[config.mk]
export PLATFORM = sky130hd
export DESIGN_NAME = demux_sel_sequencer
export DESIGN_NICKNAME = d
export VERILOG_FILES = /design/src/rtl/demux_sel_sequencer.sv
export SDC_FILE = /design/constraint.sdc
export NUM_CORES = 1
export LEC_CHECK = 0
export CAP_MARGIN = 20
export CORE_UTILIZATION = 54
export CTS_BUF_LIST = sky130_fd_sc_hd__clkbuf_8 sky130_fd_sc_hd__clkbuf_16
export DETAILED_ROUTE_END_ITERATION = 7
export GPL_TIMING_DRIVEN = 0
export PLACE_DENSITY = 0.88
export SYNTH_ARGS = -nofsm -noshare
export SYNTH_HDL_FRONTEND = slang
export SYNTH_SLANG_ARGS = --single-unit
[constraint.sdc]
create_clock -name clk -period 2.7 [get_ports clk]
set_input_delay 0.675 -clock clk [delete_from_list [all_inputs] [get_ports clk]]
set_output_delay 0.675 -clock clk [all_outputs]
set_load 0.005 [all_outputs]
[src/rtl/demux_sel_sequencer.sv]
// Scan sequencer for a downstream demux_1x16: visits each enabled channel in
// ascending order, holding its select for dwell+1 cycles while driving the latched level.
module demux_sel_sequencer #(
  parameter int DWELL_W = 4
) (
  input  logic               clk,
  input  logic               rst_n,
  input  logic               start,
  input  logic               abort,
  input  logic [15:0]        mask,
  input  logic [DWELL_W-1:0] dwell,
  input  logic               level,
  output logic               in,
  output logic [3:0]         sel,
  output logic               busy,
  output logic               done
);

  typedef enum logic [1:0] {
    IDLE  = 2'd0,
    SEEK  = 2'd1,
    DWELL = 2'd2,
    DONE  = 2'd3
  } state_t;

  localparam logic [DWELL_W-1:0] CNT_ZERO = {DWELL_W{1'b0}};

  state_t             state_r;
  logic [15:0]        work_mask_r;
  logic [DWELL_W-1:0] dwell_q_r;
  logic [DWELL_W-1:0] cnt_r;
  logic               level_q_r;
  logic [3:0]         sel_q_r;
  logic [15:0]        mask_after_s;

  function automatic logic [3:0] lowest_set(input logic [15:0] m);
    logic [3:0] idx;
    idx = 4'd0;
    for (int i = 15; i >= 0; i--) begin
      if (m[i]) begin
        idx = 4'(i);
      end
    end
    return idx;
  endfunction

  // Pending set with the currently dwelling channel retired
  assign mask_after_s = work_mask_r & ~(16'h0001 << sel_q_r);

  // Scan FSM; the output bank is a registered image of the previous cycle's state,
  // except that an abort blanks in/busy on the very next edge
  always_ff @(posedge clk or negedge rst_n) begin
    if (!rst_n) begin
      state_r     <= IDLE;
      work_mask_r <= 16'h0000;
      dwell_q_r   <= CNT_ZERO;
      cnt_r       <= CNT_ZERO;
      level_q_r   <= 1'b0;
      sel_q_r     <= 4'd0;
      in          <= 1'b0;
      sel         <= 4'd0;
      busy        <= 1'b0;
      done        <= 1'b0;
    end else begin
      in   <= (state_r == DWELL) ? level_q_r : 1'b0;
      sel  <= sel_q_r;
      busy <= (state_r == SEEK) || (state_r == DWELL);
      done <= (state_r == DONE);
      case (state_r)
        IDLE: begin
          if (start && !abort) begin
            work_mask_r <= mask;
            dwell_q_r   <= dwell;
            level_q_r   <= level;
            state_r     <= (mask != 16'h0000) ? SEEK : DONE;
          end else begin
            state_r <= IDLE;
          end
        end
        SEEK: begin
          if (abort) begin
            state_r     <= IDLE;
            work_mask_r <= 16'h0000;
            in          <= 1'b0;
            busy        <= 1'b0;
          end else if (work_mask_r != 16'h0000) begin
            sel_q_r <= lowest_set(work_mask_r);
            cnt_r   <= dwell_q_r;
            state_r <= DWELL;
          end else begin
            state_r <= DONE;
          end
        end
        DWELL: begin
          if (abort) begin
            state_r     <= IDLE;
            work_mask_r <= 16'h0000;
            in          <= 1'b0;
            busy        <= 1'b0;
          end else if (cnt_r == CNT_ZERO) begin
            // Last channel retired: skip the empty SEEK so done follows the final dwell
            work_mask_r <= mask_after_s;
            state_r     <= (mask_after_s != 16'h0000) ? SEEK : DONE;
          end else begin
            cnt_r <= cnt_r - DWELL_W'(1);
          end
        end
        DONE: begin
          state_r <= IDLE;
        end
        default: begin
          state_r <= IDLE;
        end
      endcase
    end
  end

endmodule

==> metrics.md <==
| Metric | Value |
|---|---|
| CTS Hold Bufs | `0` |
| Most common cell after layout, fill and taps aside | `dfrtp_1` |
| Sequential area share after synthesis | `42.89%` |
| Layout cells sized above 1 | `15.19%` |
| Syn Inst Count | `about 230` |
| Cell Chain, Critical Path | `clkdlybuf4s50_1, and2b_2, nand2_2, a21oi_4, buf_6, o21ai_1, a22o_1` |
| P&R area growth vs syn | `22.91%` |
| Max Fclk | `roughly 430 MHz` |
| EDFF count, synth | `0` |
| CTS tree | `yes` |
| Initial antenna violation count | `0` |
| Core Area | `0.003799 mm2` |
| Vias per cell | `6.324` |
| Detailed placement HPWL | `between 3 and 4 mm` |
| Largest net degree at the start of global routing | `39` |
| Maximum vdd drop | `0.0004658 V` |
| Total track usage | `around 28%` |
| Final setup viols | `0` |
| Least-Margin Pin Slew | `0.8375 ns` |
| Pins Over Slew Limit | `0` |
| Worst EP required | `2.88 ns` |
| Status | `complete, no violations` |
| Max Cap Violations | `0` |
| Syn_nets | `262` |
| Leading cell types in the layout, fill and taps excluded | `38 x dfrtp_1, 30 x clkdlybuf4s50_1, 24 x nor2_1, 20 x o21ai_0, 15 x a22o_1` |
| Num rows | `22` |
| Crit path buf inv count | `2` |
| Clock Latency Late Sink | `0.29 ns` |
| TritonRoute pass-1 iters | `5` |
| Layout net count | `300` |
| Postcts setup bufs | `0` |
| Worst clock skew | `0.005480 ns` |
| CTS Root Buffer Type | `clkbuf_8` |
| # clock sinks | `38` |
| Endpoints failing hold | `0` |
| Critical Path AT | `2.52 ns` |
| Distinct cells, synth | `45` |
| Final period util | `86.72%` |
| CTS Buffer Depth | `2` |
| Grt ovf | `0` |
| Critical path origin | `abort` |
| Setup TNS | `0 ns` |
| Die area | `0.004366 mm2` |
| Kind of critical path | `primary input to flop` |
| # IOs | `32` |
| Initial drt markers | `186` |
| Routed WL | `5.466 mm` |
| CTS resizes | `0` |
| CP Launch Type | `primary input` |
| ANT cells | `0` |
| Clk pin slew, worst setup/hold paths | `roughly 0.080 ns` |
| Vias in the first global route | `1983` |
| First-pass GRT wire length | `9.232 mm` |
| Routability cong. | `0.9512` |
| Setup repair after global routing missed its margin | `no` |
| Ys async rst share | `100.0%` |
| HP Class | `flop to flop` |
| Mapped Area | `0.002217 mm2` |
| Critical path's slowest cell | `clkdlybuf4s50_1` |
| Post-route ant nets | `0` |
| DIE WIDTH | `~66 um` |
| # H-tree levels | `2` |
| Cell family with most CP delay | `buffers and inverters` |
| Pleak | `between 1 and 1.5 nW` |
| IO buf count | `31` |
| Main synth FF type | `dfrtp_1` |
| PnR worst setup slack | `0.3584 ns` |
| FF-to-FF Start | `state_r[0]$_DFFE_PN0N_` |
| Slew Limit Headroom | `44.17%` |
| Period minus WS final | `2.342 ns` |
| Via count | `2011` |
| Wirelength per Cell | `17.19 um` |
| Hold wc startpoint | `sel_q_r[3]$_DFFE_PN0P_` |
| Synthesis-stage register bit count | `38` |
| Crit path capture type | `flop` |
| Max incr delay on CP | `just under 0.6 ns` |
| Die span in y | `66.08 um` |
| Syn Area/Cell | `between 9 and 10 um2` |
| Yosys warning total | `0` |
| Power per cell area | `804.9 mW/mm2` |
| Crit-path max FO | `10` |
| DRC Markers | `0` |
| Total CTS buffers | `5` |
| Fillcell total | `304` |
| Place WS | `0.05944 ns` |
| Initial Util | `58.37%` |
-- flip-flops by register name, summed over array words and instances, names as in the netlist --
signal	cells
work_mask_r	16
cnt_r	4
dwell_q_r	4
sel	4
sel_q_r	4
state_r	2
busy	1
done	1
in	1
level_q_r	1
-- path summary, 6_finish.rpt --
check,to,slack (ns),depth (start not counted)
max,work_mask_r[12]$_DFFE_PN0P_,0.36,7
min,sel[3]$_DFF_PN0_,0.37,0
max reg2reg,work_mask_r[8]$_DFFE_PN0P_,0.53,8
min reg2reg,sel[3]$_DFF_PN0_,0.37,0
max in group asynchronous,done$_DFF_PN0_,1.69,1
min in group asynchronous,work_mask_r[2]$_DFFE_PN0P_,0.48,1
-- cell usage after synthesis, types with 6 or more instances --
cell type	n	area, um2
a21oi_1	11	55.05
a22o_1	15	131.4
dfrtp_1	38	950.9
ha_1	6	75.07
inv_1	10	37.54
mux2_2	9	101.4
nand2_1	14	52.55
nand2b_1	6	37.54
nor2_1	24	90.09
nor3_1	6	30.03
nor4_1	6	37.54
o21ai_0	20	100.1
o21ai_1	8	40.04
o22ai_1	6	37.54
-- power breakdown --
part / total, W / leakage, nW / switching, W / internal (W)
registers: 0.000865 / 0.477 / 0.000159 / 0.000706
clock network: 0.000596 / 0.0714 / 0.000202 / 0.000394
logic: 0.000732 / 0.552 / 0.000389 / 0.000343
-- layer usage --
| metal | up-vias | share of wire [%] | global-route usage (%) |
|---|---|---|---|
| li1 | 935 | - | - |
| met1 | 940 | 43 | 38.01 |
| met2 | 117 | 46 | 42.86 |
| met3 | 19 | 8.3 | 7.069 |
| met4 | 0 | 2.6 | 14.10 |
| met5 | - | 0 | 0 |
-- stage by stage --
stage	util [%]	hold slack (ns)	cell area (um2)	std cells	power, W
3_3_place_gp	68.12	0.3542	2587	310	0.001549
2_1_floorplan	-	0.3487	2217	231	0.001318
5_1_grt	71.74	0.3824	2725	318	0.002320
4_1_cts	71.74	0.3744	2725	318	0.002178
6_report	71.74	0.3722	2725	318	0.002193
3_5_place_dp	67.98	0.3555	2582	310	0.001580
-- layout make-up --
type | count | area [um2] | share of cell area (%)
well taps | 48 | 60.06 | 2.204
multi-input cells | 175 | 1160 | 42.56
inverters | 10 | 37.54 | 1.377
clock buffers | 6 | 82.58 | 3.030
flip-flops and latches | 38 | 950.9 | 34.89
plain buffers | 8 | 68.82 | 2.525
repair buffers | 31 | 305.3 | 11.20
clock inverters | 2 | 60.06 | 2.204
-- logic make-up after synthesis --
logic type | count (synthesis) | synth area share, %
compound gates | 80 | 24.89
fa+ha+maj | 6 | 3.386
buf+inv | 18 | 4.797
flops | 38 | 42.89
mux | 10 | 5.023
simple gates | 79 | 19.02
No activity file was read; power rests on OpenSTA's default activity.
